<file path="src/rtl/jt900h_divctl.sv">
// -----------------------------------------------------------------------------
// jt900h_divctl
// Control sequencer that sits in front of the unsigned divider jt900h_div.
// It accepts a DIV/DIVS request, hands the divider operand magnitudes, runs the
// start/busy handshake, then restores signs, applies the signed quotient range
// rules and packs {remainder, quotient} (or the untouched dividend on overflow)
// together with the V flag.
//
// Optional feature (compile-time macro JT900H_DIVCTL_ZERO_EN):
//   defined   - a zero divisor is caught in IDLE; the divider is never started
//               and the request finishes through FIX with v=1.
//   undefined - a zero divisor is sent to the divider, which flags it on div_v.
//
// Ports
//   rst, clk, cen     : sync active-high reset, clock, clock enable
//   req, sgn, len     : request pulse, signed op (DIVS), word op (32/16)
//   op0[31:0]         : dividend          op1[15:0] : divisor
//   div_op0/div_op1   : operand magnitudes to the divider
//   div_len/div_start : size and start strobe to the divider
//   div_quot/div_rem  : divider quotient/remainder (unsigned)
//   div_busy/div_v    : divider busy and divider overflow/zero flag
//   result[31:0], v   : packed result and overflow flag
//   busy, done        : operation in flight / one cen-cycle completion pulse
// -----------------------------------------------------------------------------
module jt900h_divctl (
    input  logic        rst,
    input  logic        clk,
    input  logic        cen,
    input  logic        req,
    input  logic        sgn,
    input  logic        len,
    input  logic [31:0] op0,
    input  logic [15:0] op1,
    output logic [31:0] div_op0,
    output logic [15:0] div_op1,
    output logic        div_len,
    output logic        div_start,
    input  logic [15:0] div_quot,
    input  logic [15:0] div_rem,
    input  logic        div_busy,
    input  logic        div_v,
    output logic [31:0] result,
    output logic        v,
    output logic        busy,
    output logic        done
);

    typedef enum logic [2:0] {
        S_IDLE,
        S_ISSUE,
        S_ARM,
        S_WAIT,
        S_FIX,
        S_DONE
    } state_t;

    state_t      state_q, state_d;
    logic        sgn_q, sgn_d;
    logic        len_q, len_d;
    logic        neg0_q, neg0_d;     // dividend negative (signed ops only)
    logic        neg1_q, neg1_d;     // divisor negative (signed ops only)
    logic [31:0] dvd_q, dvd_d;       // dividend as written back on overflow
    logic [31:0] dop0_q, dop0_d;
    logic [15:0] dop1_q, dop1_d;
    logic        dlen_q, dlen_d;
    logic [31:0] result_q, result_d;
    logic        v_q, v_d;
`ifdef JT900H_DIVCTL_ZERO_EN
    logic        zero_q, zero_d;
`endif

    // Conditional two's complement negation. Negating the most negative value
    // yields the same bit pattern, which read as unsigned is the exact magnitude.
    function automatic logic [31:0] cneg32(input logic [31:0] x, input logic neg);
        logic signed [31:0] xs;
        xs = $signed(x);
        return neg ? 32'(-xs) : x;
    endfunction

    function automatic logic [15:0] cneg16(input logic [15:0] x, input logic neg);
        logic signed [15:0] xs;
        xs = $signed(x);
        return neg ? 16'(-xs) : x;
    endfunction

    function automatic logic [7:0] cneg8(input logic [7:0] x, input logic neg);
        logic signed [7:0] xs;
        xs = $signed(x);
        return neg ? 8'(-xs) : x;
    endfunction

    // Signed quotient range check on the magnitude: the negative side allows one
    // more count (-128 / -32768) than the positive side.
    function automatic logic q_ovf(input logic is_sgn, input logic is_word,
                                   input logic neg, input logic [15:0] mag);
        logic [15:0] lim;
        if (!is_sgn) return 1'b0;
        lim = is_word ? 16'h7FFF : 16'h007F;
        return mag > (lim + {15'h0, neg});
    endfunction

    // Request-side operand conditioning
    logic        op0_neg, op1_neg;
    logic [31:0] op0_mag;
    logic [15:0] op1_mag;

    assign op0_neg = sgn & (len ? op0[31] : op0[15]);
    assign op1_neg = sgn & (len ? op1[15] : op1[7]);
    assign op0_mag = len ? cneg32(op0, op0_neg)
                         : {16'h0, cneg16(op0[15:0], op0_neg)};
    assign op1_mag = len ? cneg16(op1, op1_neg)
                         : {8'h0, cneg8(op1[7:0], op1_neg)};

    // Result-side sign correction and packing
    logic [15:0] q_mag, r_mag, q_fix, r_fix;
    logic        fix_v;
    logic [31:0] fix_res;

    assign q_mag = len_q ? div_quot : {8'h0, div_quot[7:0]};
    assign r_mag = len_q ? div_rem  : {8'h0, div_rem[7:0]};
    assign q_fix = cneg16(q_mag, neg0_q ^ neg1_q);
    assign r_fix = cneg16(r_mag, neg0_q);   // remainder takes the dividend sign

`ifdef JT900H_DIVCTL_ZERO_EN
    assign fix_v = zero_q | div_v | q_ovf(sgn_q, len_q, neg0_q ^ neg1_q, q_mag);
`else
    assign fix_v = div_v | q_ovf(sgn_q, len_q, neg0_q ^ neg1_q, q_mag);
`endif

    assign fix_res = fix_v ? dvd_q :
                     len_q ? {r_fix, q_fix} : {16'h0, r_fix[7:0], q_fix[7:0]};

    always_comb begin
        state_d  = state_q;
        sgn_d    = sgn_q;
        len_d    = len_q;
        neg0_d   = neg0_q;
        neg1_d   = neg1_q;
        dvd_d    = dvd_q;
        dop0_d   = dop0_q;
        dop1_d   = dop1_q;
        dlen_d   = dlen_q;
        result_d = result_q;
        v_d      = v_q;
`ifdef JT900H_DIVCTL_ZERO_EN
        zero_d   = zero_q;
`endif
        case (state_q)
            S_IDLE: begin
                if (req) begin
                    sgn_d  = sgn;
                    len_d  = len;
                    neg0_d = op0_neg;
                    neg1_d = op1_neg;
                    dvd_d  = len ? op0 : {16'h0, op0[15:0]};
                    dop0_d = op0_mag;
                    dop1_d = op1_mag;
                    dlen_d = len;
`ifdef JT900H_DIVCTL_ZERO_EN
                    zero_d  = (op1_mag == 16'h0);
                    state_d = (op1_mag == 16'h0) ? S_FIX : S_ISSUE;
`else
                    state_d = S_ISSUE;
`endif
                end
            end
            S_ISSUE: state_d = S_ARM;
            // The divider raises busy one cycle after start, so ARM does not look at it.
            S_ARM:   state_d = S_WAIT;
            S_WAIT:  if (!div_busy) state_d = S_FIX;
            S_FIX: begin
                result_d = fix_res;
                v_d      = fix_v;
                state_d  = S_DONE;
            end
            S_DONE:  state_d = S_IDLE;
            default: state_d = S_IDLE;
        endcase
    end

    always_ff @(posedge clk) begin
        if (rst) begin
            state_q  <= S_IDLE;
            sgn_q    <= 1'b0;
            len_q    <= 1'b0;
            neg0_q   <= 1'b0;
            neg1_q   <= 1'b0;
            dvd_q    <= 32'h0;
            dop0_q   <= 32'h0;
            dop1_q   <= 16'h0;
            dlen_q   <= 1'b0;
            result_q <= 32'h0;
            v_q      <= 1'b0;
`ifdef JT900H_DIVCTL_ZERO_EN
            zero_q   <= 1'b0;
`endif
        end else if (cen) begin
            state_q  <= state_d;
            sgn_q    <= sgn_d;
            len_q    <= len_d;
            neg0_q   <= neg0_d;
            neg1_q   <= neg1_d;
            dvd_q    <= dvd_d;
            dop0_q   <= dop0_d;
            dop1_q   <= dop1_d;
            dlen_q   <= dlen_d;
            result_q <= result_d;
            v_q      <= v_d;
`ifdef JT900H_DIVCTL_ZERO_EN
            zero_q   <= zero_d;
`endif
        end
    end

    assign div_op0   = dop0_q;
    assign div_op1   = dop1_q;
    assign div_len   = dlen_q;
    assign div_start = (state_q == S_ISSUE);
    assign result    = result_q;
    assign v         = v_q;
    assign busy      = (state_q != S_IDLE) && (state_q != S_DONE);
    assign done      = (state_q == S_DONE);

endmodule

</file>
<file path="config.mk">
export PLATFORM = sky130hd
export DESIGN_NAME = jt900h_divctl
export DESIGN_NICKNAME = d
export VERILOG_FILES = /design/src/rtl/jt900h_divctl.sv
export SDC_FILE = /design/constraint.sdc
export NUM_CORES = 1
export LEC_CHECK = 0
export ABC_AREA = 1
export BUFFER_PORTS_ARGS = -buffer_cell sky130_fd_sc_hd__clkbuf_2
export CELL_PAD_IN_SITES_DETAIL_PLACEMENT = 1
export CELL_PAD_IN_SITES_GLOBAL_PLACEMENT = 1
export CORE_AREA = 2 2 137 139
export CTS_CLUSTER_DIAMETER = 60
export DETAILED_ROUTE_END_ITERATION = 10
export DIE_AREA = 0 0 139 141
export PLACE_DENSITY_LB_ADDON = 0.1
export SLEW_MARGIN = 0
export SYNTH_ARGS = -nofsm -noshare
export SYNTH_HDL_FRONTEND = slang
export SYNTH_SLANG_ARGS = --single-unit
</file>
<file path="constraint.sdc">
create_clock -name clk -period 4 [get_ports clk]
set_input_delay 0.2 -clock clk [delete_from_list [all_inputs] [get_ports clk]]
set_output_delay 0.2 -clock clk [all_outputs]
set_load 0.03 [all_outputs]
</file>
Word-level counts from Yosys, hierarchy flattened
Index checks and enable logic that the tools add are counted.

storage, ports and cells
  register bits = 120
  input port bits = 88
  output and inout port bits = 85
  word-level logic and storage cells = 56

cells by class
  add/sub/neg operators = 7
  magnitude comparators = 1
  equality and inequality tests = 8
  muxes and demuxes = 20
  bitwise gates (word level) = 4
  reductions and logical operators = 6

operators by type and width
  kind                                                                    number
  32-bit 2-to-1 mux                                                       5
  16-bit 2-to-1 mux                                                       7
  16-bit negation                                                         4
  32-bit negation                                                         1
  15-bit by 1-bit adder with 16-bit output                                1
  16-bit > comparator                                                     1
  15-bit 2-to-1 mux                                                       1
  3-bit case mux with 5 select lines                                      1
  8-bit 2-to-1 mux                                                        1
  8-bit negation                                                          1
  3-bit by 2-bit equality test with 1-bit output (second input constant)  2
  3-bit equality test (second input constant)                             2
  3-bit 2-to-1 mux                                                        2
  3-bit AND reduction                                                     2
  2-bit != test (second input constant)                                   2
  3-bit by 1-bit equality test with 1-bit output (second input constant)  1
  3-bit zero test                                                         1
  1-bit 2-to-1 mux                                                        3
  3-bit != test (second input constant)                                   1
  3-bit nonzero test                                                      1
  1-bit bitwise AND                                                       2
  2-bit AND reduction                                                     1
  1-bit logical AND                                                       1
  1-bit OR                                                                1
  1-bit bitwise XOR                                                       1

Logic depth before layout (Yosys ltp)
Gate-level depths: netlist of run 1.

  depth after elaboration = 6
  depth in mapped cells = 22
  depth with buffers taken out = 21

Least setup slack after synthesis of run 1
Ideal clock, no wire load.

  path kind = reg2reg
  from = register neg0_q
  to = register result_q[10], in the netlist result[10]
  setup time = 0.132 ns
  data arrival time = 2.610 ns
  required time = 3.868 ns
  path slack = 1.257 ns
  cell stages (with the launch flop) = 22
  path buffers = 2
  period minus slack after synthesis = 2.743 ns
  cell sequence = dfxtp_1 -> inv_2 -> nand2_2 -> nand2_4 -> clkbuf_1 -> ha_1 -> inv_1 -> ha_1 -> nand2_1 -> inv_1 -> nand3_1 -> nor2_1 -> nand2_1 -> nor2_1 -> nand3_1 -> nand2_1 -> inv_2 -> nand2_2 -> buf_2 -> nand3_1 -> nand3_1 -> a21oi_1

on the way
  longest elaborated chain between the ends = 6
  elaborated cells on any way between the ends = 9
  classes of those cells = 1 x add/sub; 1 x order compare; 5 x mux; 2 x bitwise

RTL lines
  what                                      line      source
  start, declared                           60        logic neg0_q, neg0_d;
  start signal, assigned                    201       neg0_q <= neg0_d;
  1-bit bitwise XOR                         121, 127
  15-bit by 1-bit adder with 16-bit output  99        return mag > (lim + {15'h0, neg});
  16-bit > comparator                       99
  1-bit 2-to-1 mux                          98        lim = is_word ? 16'h7FFF : 16'h007F;
  1-bit OR                                  127       assign fix_v = div_v | q_ovf(sgn_q, len_q, neg0_q ^ neg1_q, q_mag);
  32-bit 2-to-1 mux *                       130       assign fix_res = fix_v ? dvd_q :
  end signal, assigned                      207       result_q <= result_d;
  end, declared                             66        logic [31:0] result_q, result_d;

Every way passes the cells marked *; elsewhere a longest branch is shown, timed or not.
A chain may end at the register's enable or synchronous reset.

Final worst setup path of run 1
  from = register neg1_q
  to = register result_q[8], in the netlist result[8]

on the way
  longest elaborated chain between the ends = 6
  elaborated cells on any way between the ends = 8
  classes of those cells = 1 x add/sub; 1 x order compare; 4 x mux; 2 x bitwise

RTL lines
  what                                      line      source
  start, declared                           61        logic neg1_q, neg1_d;
  start signal, assigned                    202       neg1_q <= neg1_d;
  1-bit bitwise XOR *                       121, 127
  15-bit by 1-bit adder with 16-bit output  99
  16-bit > comparator                       99
  1-bit 2-to-1 mux                          98
  1-bit OR                                  127
  32-bit 2-to-1 mux *                       130

Marked as above.

==> results.py, run 1 <==
metrics = {
    "status": {
        "status": "completed",
    },
    "timing": {
        "relSlewSlack_pct": 43.0,
        "drv_slew": 0,
        "tightest_slew_ns": 0.855,
        "period_needed_ns": 3.14,
        "finalHoldViolCount": 0,
        "maxClockFrequency_ghz": 0.318,
        "period_share_pct": 78.5,
        "rsz0062_at_grt": "false",
        "tns_ns": 0,
        "setup_viol": 0,
        "clock-skew-final_ns": 0.00781,
    },
    "worst_setup_path": {
        "r2r_setup_slack_ns": 0.86,
        "cp-endpoint": "result[8]",
        "crit_type": "reg2reg",
        "crit_path_max_fanout": 24,
        "arrival_ns": 3.40,
        "setup.worst_path.start": "neg1_q",
        "startpoint_type": "flop",
        "timing.rr.start": "neg1_q",
        "crit_required_ns": 4.25,
        "r2r-end": "result[8]",
        "worstRegToRegCells": 20,
        "endpoint_kind": "flop",
    },
    "clocking": {
        "clock_path_buffers": 2,
        "clock_latency_ns": 0.42,
        "cts_buffers": 17,
        "clkSinkCount": 119,
        "htree_levels": 4,
        "clk_pin_slew_worst_paths_ns": 0.06,
        "cts_hold_buf": 0,
        "cts-root-buf": "clkbuf_16",
        "cts_tree": "done",
        "cts_setup_buffers": 0,
        "cts-resized-gates": 0,
    },
    "die": {
        "die_w_microns": 139,
        "die_area_sq_um": 19600,
        "die_h_microns": 141,
        "rows": 50,
        "coreArea_sq_um": 18300,
        "pin_count": 173,
        "start_util_pct": 39.1,
    },
    "grt": {
        "antenna_found_initial": 0,
        "grt_max_degree": 76,
        "met1_usage_pct": 33.3,
        "top_usage_layer": "met2",
        "grtUsageMet3_pct": 4.79,
        "grt_pass1_wl_mm": 39.2,
        "grt_util_met2_pct": 39.3,
        "grt.total_usage_pct": 24.3,
        "first_global_vias": 7774,
        "grt-ovfl-total": 0,
    },
    "placed_design": {
        "placedCellCount": 1497,
        "port_buffers": 172,
        "hpwl_mm": 18.1,
        "placed_area_sq_um": 8170,
        "gp_congestion": 0.886,
    },
    "yosys": {
        "synthTopCellsByArea": "dfxtp_1 (33%), nand2_1 (15%), nand3_1 (9.7%)",
        "ys_warn_count": 0,
        "synth_fp_nets": 1237,
        "syn_area_per_cell_sq_um": 6.31,
        "netlist.area_leader.share_pct": 33.3,
        "synth_area_leader_cell": "dfxtp_1",
        "netlist_area_sq_um": 7150,
        "synth_cell_type_count": 37,
        "syn_inst": 1133,
        "yosysSeqAreaShare_pct": 33.3,
        "synth_seq_cells": 119,
    },
    "final_layout": {
        "register_area_sq_um": 2380,
        "area_growth_pct": 23.0,
        "n_antenna_cell": 0,
        "finalNetCount": 1386,
        "fin_area_sq_um": 8790,
        "multiInputGateArea_sq_um": 3980,
        "layout-drive-gt1-share_pct": 17.9,
        "layoutNonFillerInstCount": 1528,
        "fillCellCount": 2528,
    },
    "drt": {
        "firstDrtPassIters": 5,
        "ant_nets": 0,
        "detail_route.iter0.violations": 280,
        "wl_per_cell_microns": 15.7,
        "viasPerCell": 5.21,
        "post-route-drc-count": 0,
        "vias": 7955,
        "wl_mm": 23.9,
    },
    "power": {
        "peakVddDrop_mv": 0.205,
        "power.density_nw_per_um2": 408,
        "power_leakage_nw": 4.19,
    },
    "hold_path": {
        "hp-start": "op1[0]",
        "hold_class": "in2reg",
    },
    "job": {
        "drv_cap": 0,
    },
}
## sequential cells by signal (all words and copies together) (netlist names)
signal and count:
div_len 1, neg0_q 1, dvd_q 32, div_op1 16, state_q 3, sgn_q 1, neg1_q 1, div_op0 31
result 32, v 1
## metrics by stage
stage / total power, mW / hold WS (ns) / utilization, % / setup WS, ns
global route: 3.75 / 0.0511 / 48.1 / 0.641
floorplan: 1.75 / 0.344 / - / 1.26
global placement: 1.97 / 0.440 / 44.7 / 1.04
finish: 3.58 / 0.0425 / 48.1 / 0.858
detailed placement: 1.98 / 0.449 / 44.7 / 0.939
CTS: 3.61 / 0.0300 / 48.1 / 0.880
## final cells by class
type | instances | share of cell area [%]
Clock inverter | 8 | 1.65
Multi-Input combinational cell | 814 | 45.3
Inverter | 143 | 6.11
Timing Repair Buffer | 187 | 11.1
Clock buffer | 23 | 5.44
Sequential cell | 119 | 27.1
Tap cell | 234 | 3.33
## layer usage
| layer | vias up | wire (microns) |
|---|---|---|
| met5 | - | 0 |
| met2 | 176 | 10900 |
| met1 | 3742 | 11600 |
| met3 | 20 | 1190 |
| li1 | 4017 | - |
| met4 | 0 | 287 |
## critical path, stage by stage, from the launching register on
cell	delay (ns)
dfxtp_1	0.36
inv_1	0.09
nand2_1	0.13
nand2_4	0.19
ha_1	0.35
inv_1	0.05
ha_1	0.28
nand2_1	0.06
inv_1	0.07
nand3_1	0.08
nor2_1	0.14
nand2_1	0.08
nor2_1	0.09
nand3_1	0.09
nand2_1	0.08
inv_2	0.03
nand2_2	0.17
buf_4	0.31
nand3_1	0.13
nand3_1	0.11
a21oi_1	0.09
## where the power goes
group	internal, mW	switching, mW	total, mW
clock network	1.09	0.538	1.62
logic	0.208	0.467	0.675
registers	1.25	0.0374	1.29
total	2.54	1.04	3.58
## cells in the mapped netlist
cell and number:
a211oi_1 3, a21boi_1 1, a21o_1 1, a21oi_1 117, a22oi_1 1, a31oi_1 16
buf_1 4, buf_2 10, buf_4 2, buf_6 3, clkbuf_1 38, clkinv_1 1
dfxtp_1 119, ha_1 16, inv_1 138, inv_2 4, nand2_1 277, nand2_2 2
nand2_4 3, nand3_1 138, nand3b_1 4, nand4_1 15, nand4_2 1, nor2_1 82
nor2_2 1, nor3_1 18, nor3b_1 1, nor4_1 2, o211ai_1 14, o21a_1 2
o21ai_0 71, o21ai_1 1, o21bai_1 4, o31ai_1 2, or2_2 3, xnor2_1 5
xor2_1 13
## kinds of logic after synthesis
logic type                 Yosys count  share of synthesized area (%)
AOI/OAI and AO/OA                  233                           17.6
xor gates and xnor gates            18                           2.21
adders and majority gates           16                           2.80
buffers and inverters              200                           11.1
DFF                                119                           33.3
and+or+nand+nor                    547                           33.0
## how the worst min path moves through the flow
stage                  to  depth (start not counted)
2_1_floorplan   dvd_q[17]                          2
3_3_place_gp    dvd_q[14]                          2
3_5_place_dp    dvd_q[10]                          2
4_1_cts        div_op1[0]                          3
5_1_grt        div_op1[0]                          3
6_report       div_op1[0]                          3
## placed cells by master, fill, tap and decap left out, drive strengths merged
master      n
a211oi      3
a21boi      1
a21o        1
a21oi     117
a22oi       1
a31oi      16
buf        15
bufinv      4
clkbuf    195
clkinv      3
clkinvlp    2
dfxtp     119
ha         16
inv       142
nand2     282
nand3     138
nand3b      4
nand4      16
nor2       83
nor3       18
nor3b       1
nor4        2
o211ai     14
o21a        2
o21ai      72
o21bai      4
o31ai       2
or2         3
xnor2       5
xor2       13
No activity file was read; power rests on OpenSTA's default activity.
==> run 2, diff against run 1 <==
- ABC_AREA: 1 -> 0
- CORE_AREA: 2 2 137 139 -> 2 2 146 148
- DIE_AREA: 0 0 139 141 -> 0 0 148 150
- clock period: 4 -> 2.68 ns (I/O delays scaled with it)
==> results.py, run 2 <==
metrics = {
    "worst_setup_path": {
        "endpoint_kind": "flop",
        "r2r-end": "result[22]",
        "crit_type": "reg2reg",
        "worstRegToRegCells": 13,
        "crit_required_ns": 2.97,
        "startpoint_type": "flop",
        "timing.rr.start": "neg1_q",
        "setup.worst_path.start": "neg1_q",
        "r2r_setup_slack_ns": -0.12,
        "cp-endpoint": "result[22]",
        "arrival_ns": 3.09,
        "crit_path_max_fanout": 9,
    },
    "final_layout": {
        "n_antenna_cell": 0,
        "layout_common_cells": "clkbuf_2 (171), dfxtp_1 (116), nand2_1 (98)",
        "area_growth_pct": 34.9,
        "layout-drive-gt1-share_pct": 31.1,
        "finalNetCount": 1168,
        "layoutNonFillerInstCount": 1352,
        "layout_commonest_cell": "clkbuf_2",
    },
    "yosys": {
        "synth_area_leader_cell": "dfxtp_1",
        "synthArstFlopShare_pct": 0,
        "ys_warn_count": 0,
        "muxShareOfSynthArea_pct": 1.65,
        "syn_area_per_cell_sq_um": 8.28,
        "synth_compound_area_share_pct": 29.8,
        "ys.flop_type": "dfxtp_1",
        "netlist.area_leader.share_pct": 32.5,
        "synth_edf_count": 0,
        "yosysSeqAreaShare_pct": 32.5,
        "synth_fp_nets": 990,
        "synthTopCellsByArea": "dfxtp_1 (32%), a21oi_1 (5.5%), xnor2_1 (5.4%)",
        "netlist_area_sq_um": 7340,
        "synth-simple-area-share_pct": 19.4,
        "synthTopCellsByCount": "dfxtp_1 (119), nand2_1 (98), a21oi_1 (81)",
        "synth_seq_cells": 119,
        "yosys.area_share.adder_pct": 2.73,
        "synth_cell_type_count": 68,
        "synth_most_common_cell": "dfxtp_1",
        "synth_top_family_by_area": "compound AO/OA/AOI/OAI gates",
        "synth_xor_area_share_pct": 8.34,
        "syn_inst": 886,
    },
    "die": {
        "die_w_microns": 148,
        "die_area_sq_um": 22200,
        "die_h_microns": 150,
        "start_util_pct": 35.5,
        "pin_count": 173,
        "rows": 53,
        "coreArea_sq_um": 20700,
    },
    "clocking": {
        "cts_buffers": 17,
        "clk_pin_slew_worst_paths_ns": 0.05,
        "clock_latency_ns": 0.41,
        "cts-root-buf": "clkbuf_16",
        "htree_levels": 4,
        "clkSinkCount": 119,
        "cts_tree": "done",
        "clock_path_buffers": 2,
    },
    "timing": {
        "rsz0062_at_grt": "true",
        "period_share_pct": 104,
        "relSlewSlack_pct": 65.7,
        "drv_slew": 0,
        "tightest_slew_ns": 0.511,
        "clock-skew-final_ns": 0.00757,
        "fin_ws_ns": -0.119,
        "maxClockFrequency_ghz": 0.357,
        "period_needed_ns": 2.80,
        "setup_viol": 24,
        "finalHoldViolCount": 0,
    },
    "hold_path": {
        "hold_class": "in2reg",
        "holdPathStages": 3,
    },
    "job": {
        "drv_cap": 0,
    },
    "grt": {
        "grt-ovfl-total": 0,
        "grt.total_usage_pct": 22.5,
        "antenna_found_initial": 0,
        "grt_pass1_wl_mm": 40.1,
        "first_global_vias": 7379,
        "grt_max_degree": 54,
    },
    "drt": {
        "post-route-drc-count": 0,
        "met3_length_mm": 1.30,
        "wl_mm": 24.9,
        "ant_nets": 0,
        "vias": 7219,
        "viasPerCell": 5.34,
        "met1Wirelength_mm": 12.3,
        "firstDrtPassIters": 5,
        "detail_route.iter0.violations": 281,
        "top_layer": "met4",
        "route.met2.wl_mm": 11.0,
        "wl_per_cell_microns": 18.4,
    },
    "placed_design": {
        "gp_congestion": 0.777,
        "hpwl_mm": 18.2,
        "port_buffers": 172,
        "place_ws_ns": -0.110,
        "placedCellCount": 1305,
    },
    "power": {
        "power_leakage_nw": 3.82,
        "peakVddDrop_mv": 0.415,
        "power.density_nw_per_um2": 539,
    },
    "status": {
        "status": "finished with violations",
        "violations": "setup timing",
    },
}
run 2: cell count changes in the layout (fill, tap and decap cells not counted), moves of 38 or more:
cell     change
xnor2_1     +40
inv_1      -117
a21oi_1     -38
nand2_1    -179
o21ai_0     -55
nand3_1    -112
run 2: critical path, cell delays in order (launching register included):
cell and delay (ns):
dfxtp_4 0.36, xnor2_4 0.24, inv_4 0.07, ha_4 0.26, inv_2 0.04, ha_4 0.25
nand4_1 0.12, nor2_2 0.14, buf_4 0.13, o21ai_4 0.07, a211o_4 0.40, buf_12 0.18
a2111oi_4 0.33, a211oi_2 0.07
run 2: cell type report:
type / instances / area [sq um]
inverter: 23 / 88.8
sequential: 119 / 2390
clock buffer: 22 / 454
fill: 2472 / 10800
tap: 275 / 344
clock inverter: 10 / 128
timing repair buffer: 229 / 1470
multi-input combinational: 674 / 5020
run 2: per-layer routing:
| metal | vias up | track usage [%] |
|---|---|---|
| met5 | - | 0 |
| li1 | 3570 | - |
| met4 | 0 | 5.76 |
| met1 | 3457 | 31.6 |
| met3 | 24 | 5.46 |
| met2 | 168 | 34.7 |
run 2: worst min-delay path by stage:
stage                   to  slack [ns]  startpoint
2_1_floorplan    dvd_q[10]        0.27     op0[10]
3_3_place_gp    div_op1[0]        0.42      op1[0]
3_5_place_dp    div_op1[0]        0.42      op1[0]
4_1_cts        div_op1[15]       0.002     op1[15]
5_1_grt        div_op1[15]        0.03     op1[15]
6_report       div_op1[15]        0.02     op1[15]
run 2: cell families after synthesis:
logic type                 count (synthesis)
xor gates and xnor gates                  69
AOI/OAI and AO/OA                        281
buffers and inverters                     94
adders and majority gates                 16
muxes                                     12
and+or+nand+nor                          295
DFF                                      119
run 2: power breakdown:
part / switching (mW) / internal [mW]
clock: 0.833 / 1.48
combinational: 0.706 / 0.435
sequential: 0.0537 / 1.83
total: 1.59 / 3.75
run 2: timing repair:
action | 4_1_cts | 5_1_grt
endpoints found under the setup margin | 25 | 33
resized for setup | 15 | 13
pin swaps | 7 | 11
endpoints found under the hold margin | 6 | 0
buffers inserted | 5 | 2
gates cloned | 1 | 1
hold buffers | 6 | 0
run 2: through the flow:
step / utilization (%) / total power [mW] / cell area, sq um / TNS (ns) / hold WS (ns)
after global placement: 43.6 / 2.98 / 9020 / -0.00553 / 0.416
after global routing: 47.9 / 5.58 / 9900 / -5.74 / 0.0280
after detailed placement: 43.6 / 3.00 / 9020 / -1.59 / 0.419
after floorplan: - / 2.63 / 7780 / -1.34 / 0.270
after CTS: 47.3 / 5.37 / 9800 / -0.420 / 0.00164
final: 47.9 / 5.34 / 9900 / -1.82 / 0.0194
==> run 3, diff against run 2 <==
- BUFFER_PORTS_ARGS: -buffer_cell sky130_fd_sc_hd__clkbuf_2 -> unset
- CORE_AREA: 2 2 146 148 -> 2 2 134 136
- DIE_AREA: 0 0 148 150 -> 0 0 136 138
- DONT_BUFFER_PORTS: unset -> 1
==> results.py, run 3 (same netlist as run 2, synthesis figures left out) <==
metrics = {
    "status": {
        "status": "finished with violations",
        "violations": "setup timing",
    },
    "clocking": {
        "clock_path_buffers": 2,
        "cts_buffers": 17,
        "clock_latency_ns": 0.42,
        "clk_pin_slew_worst_paths_ns": 0.05,
        "htree_levels": 4,
        "cts_tree": "done",
        "cts-root-buf": "clkbuf_16",
        "clkSinkCount": 119,
    },
    "grt": {
        "first_global_vias": 7528,
        "grt_pass1_wl_mm": 40.6,
        "grt-ovfl-total": 0,
        "antenna_found_initial": 0,
        "grt.total_usage_pct": 27.0,
        "grt_max_degree": 113,
    },
    "power": {
        "power_leakage_nw": 3.24,
        "power_mw": 5.30,
        "peakVddDrop_mv": 0.395,
        "power.density_nw_per_um2": 566,
    },
    "worst_setup_path": {
        "max_stage_delay_ns": 0.41,
        "cp_slowest_cell": "a211o_4",
        "critical_path.cell_chain": "xnor2_4 > inv_4 > ha_4 > inv_2 > ha_4 > nand4_1 > nor2_2 > o21ai_2 > a211o_4 > buf_12 > a2111oi_4 > a211oi_2",
        "crit_path_max_fanout": 8,
        "critPathTopFamily": "compound AO/OA/AOI/OAI gates",
        "endpoint_kind": "flop",
        "startpoint_type": "flop",
        "crit_type": "reg2reg",
        "crit_required_ns": 2.97,
        "worst-path-buf-inv": 3,
        "arrival_ns": 3.07,
        "crit_top_cell": "ha_4",
        "timing.rr.start": "neg0_q",
        "setup.worst_path.start": "neg0_q",
    },
    "timing": {
        "maxClockFrequency_ghz": 0.360,
        "clock-skew-final_ns": 0.00794,
        "relSlewSlack_pct": 40.6,
        "rsz0062_at_grt": "true",
        "tightest_slew_ns": 0.888,
        "finalHoldViolCount": 0,
        "period_share_pct": 104,
        "drv_slew": 0,
        "setup_viol": 28,
        "fin_ws_ns": -0.101,
        "period_needed_ns": 2.78,
    },
    "die": {
        "pin_count": 173,
        "start_util_pct": 41.8,
        "coreArea_sq_um": 17500,
        "die_h_microns": 138,
        "die_area_sq_um": 18800,
        "die_w_microns": 136,
        "rows": 49,
    },
    "final_layout": {
        "layout-drive-gt1-share_pct": 15.8,
        "fin_area_sq_um": 9370,
        "layoutNonFillerInstCount": 1171,
        "n_antenna_cell": 0,
        "finalNetCount": 1034,
        "fin_util_pct": 53.4,
        "layout_commonest_cell": "dfxtp_1",
        "area_growth_pct": 27.7,
        "layout_common_cells": "dfxtp_1 (116), nand2_1 (97), a21oi_1 (80)",
    },
    "placed_design": {
        "hpwl_mm": 17.2,
        "placed_area_sq_um": 8030,
        "gp_congestion": 0.819,
        "port_buffers": 0,
        "place_ws_ns": -0.236,
        "placedCellCount": 1076,
    },
    "drt": {
        "firstDrtPassIters": 4,
        "viasPerCell": 5.95,
        "wl_mm": 25.5,
        "detail_route.iter0.violations": 324,
        "post-route-drc-count": 0,
        "vias": 6971,
        "wl_per_cell_microns": 21.8,
        "ant_nets": 0,
    },
    "hold_path": {
        "hp-start": "op1[14]",
        "hold_class": "in2reg",
    },
    "job": {
        "drv_cap": 0,
    },
}
-- run 3: cell types whose count changed in the layout (fill, tap and decap cells not counted), sizes merged --
cell         before  now
dlygate4sd3       6   52
buf              51   42
clkbuf          194   24
clkinvlp          1    2
clkinv            6    3
-- run 3: metal layers --
layer / wire length [microns] / GRT usage [%]
met5: 0 / 0
met4: 626 / 9.27
met3: 1750 / 7.74
met2: 11900 / 43.6
met1: 11200 / 34.5
-- run 3: power by group --
part	internal, mW	switching, mW
registers	1.83	0.146
logic	0.404	0.539
clock network	1.55	0.825
total	3.79	1.51
-- run 3: worst reg2reg max path, stage by stage, from the launching register on --
cell and delay, ns:
dfxtp_2 0.35, xnor2_4 0.26, inv_4 0.06, ha_4 0.26, inv_2 0.04, ha_4 0.25
nand4_1 0.13, nor2_2 0.18, o21ai_2 0.12, a211o_4 0.41, buf_12 0.18, a2111oi_4 0.34
a211oi_2 0.06
-- run 3: final timing paths --
| kind | to | slack, ns | depth (start not counted) |
|---|---|---|---|
| setup reg to reg | result[24] | -0.10 | 12 |
| setup / recovery | result[24] | -0.10 | 12 |
| hold reg to reg | dvd_q[2] | 0.47 | 2 |
| hold / removal | div_op1[14] | 0.004 | 3 |
-- run 3: what timing repair did --
item | CTS | global route
hold buffers | 52 | 1
endpoints found under the setup margin | 29 | 33
cloned | 1 | 2
endpoints found under the hold margin | 118 | 1
buffers inserted | 4 | 4
pin swaps | 6 | 6
resized for setup | 12 | 8
-- run 3: cell type report --
class                   count  area [sq um]
well taps                 229           287
multi-input cells         674          4970
flip-flops and latches    119          2390
clock buffers              23           488
fillers                  2033          8160
clock inverters             8           120
repair buffers             95          1020
inverters                  23          88.8
-- run 3: through the flow --
stage | setup TNS, ns | hold WS (ns)
finish | -1.70 | 0.00376
global route | -5.35 | 0.0193
CTS | -2.02 | 0.000531
detailed placement | -1.58 | 0.242
global placement | -0.125 | 0.227
floorplan | -1.34 | 0.270
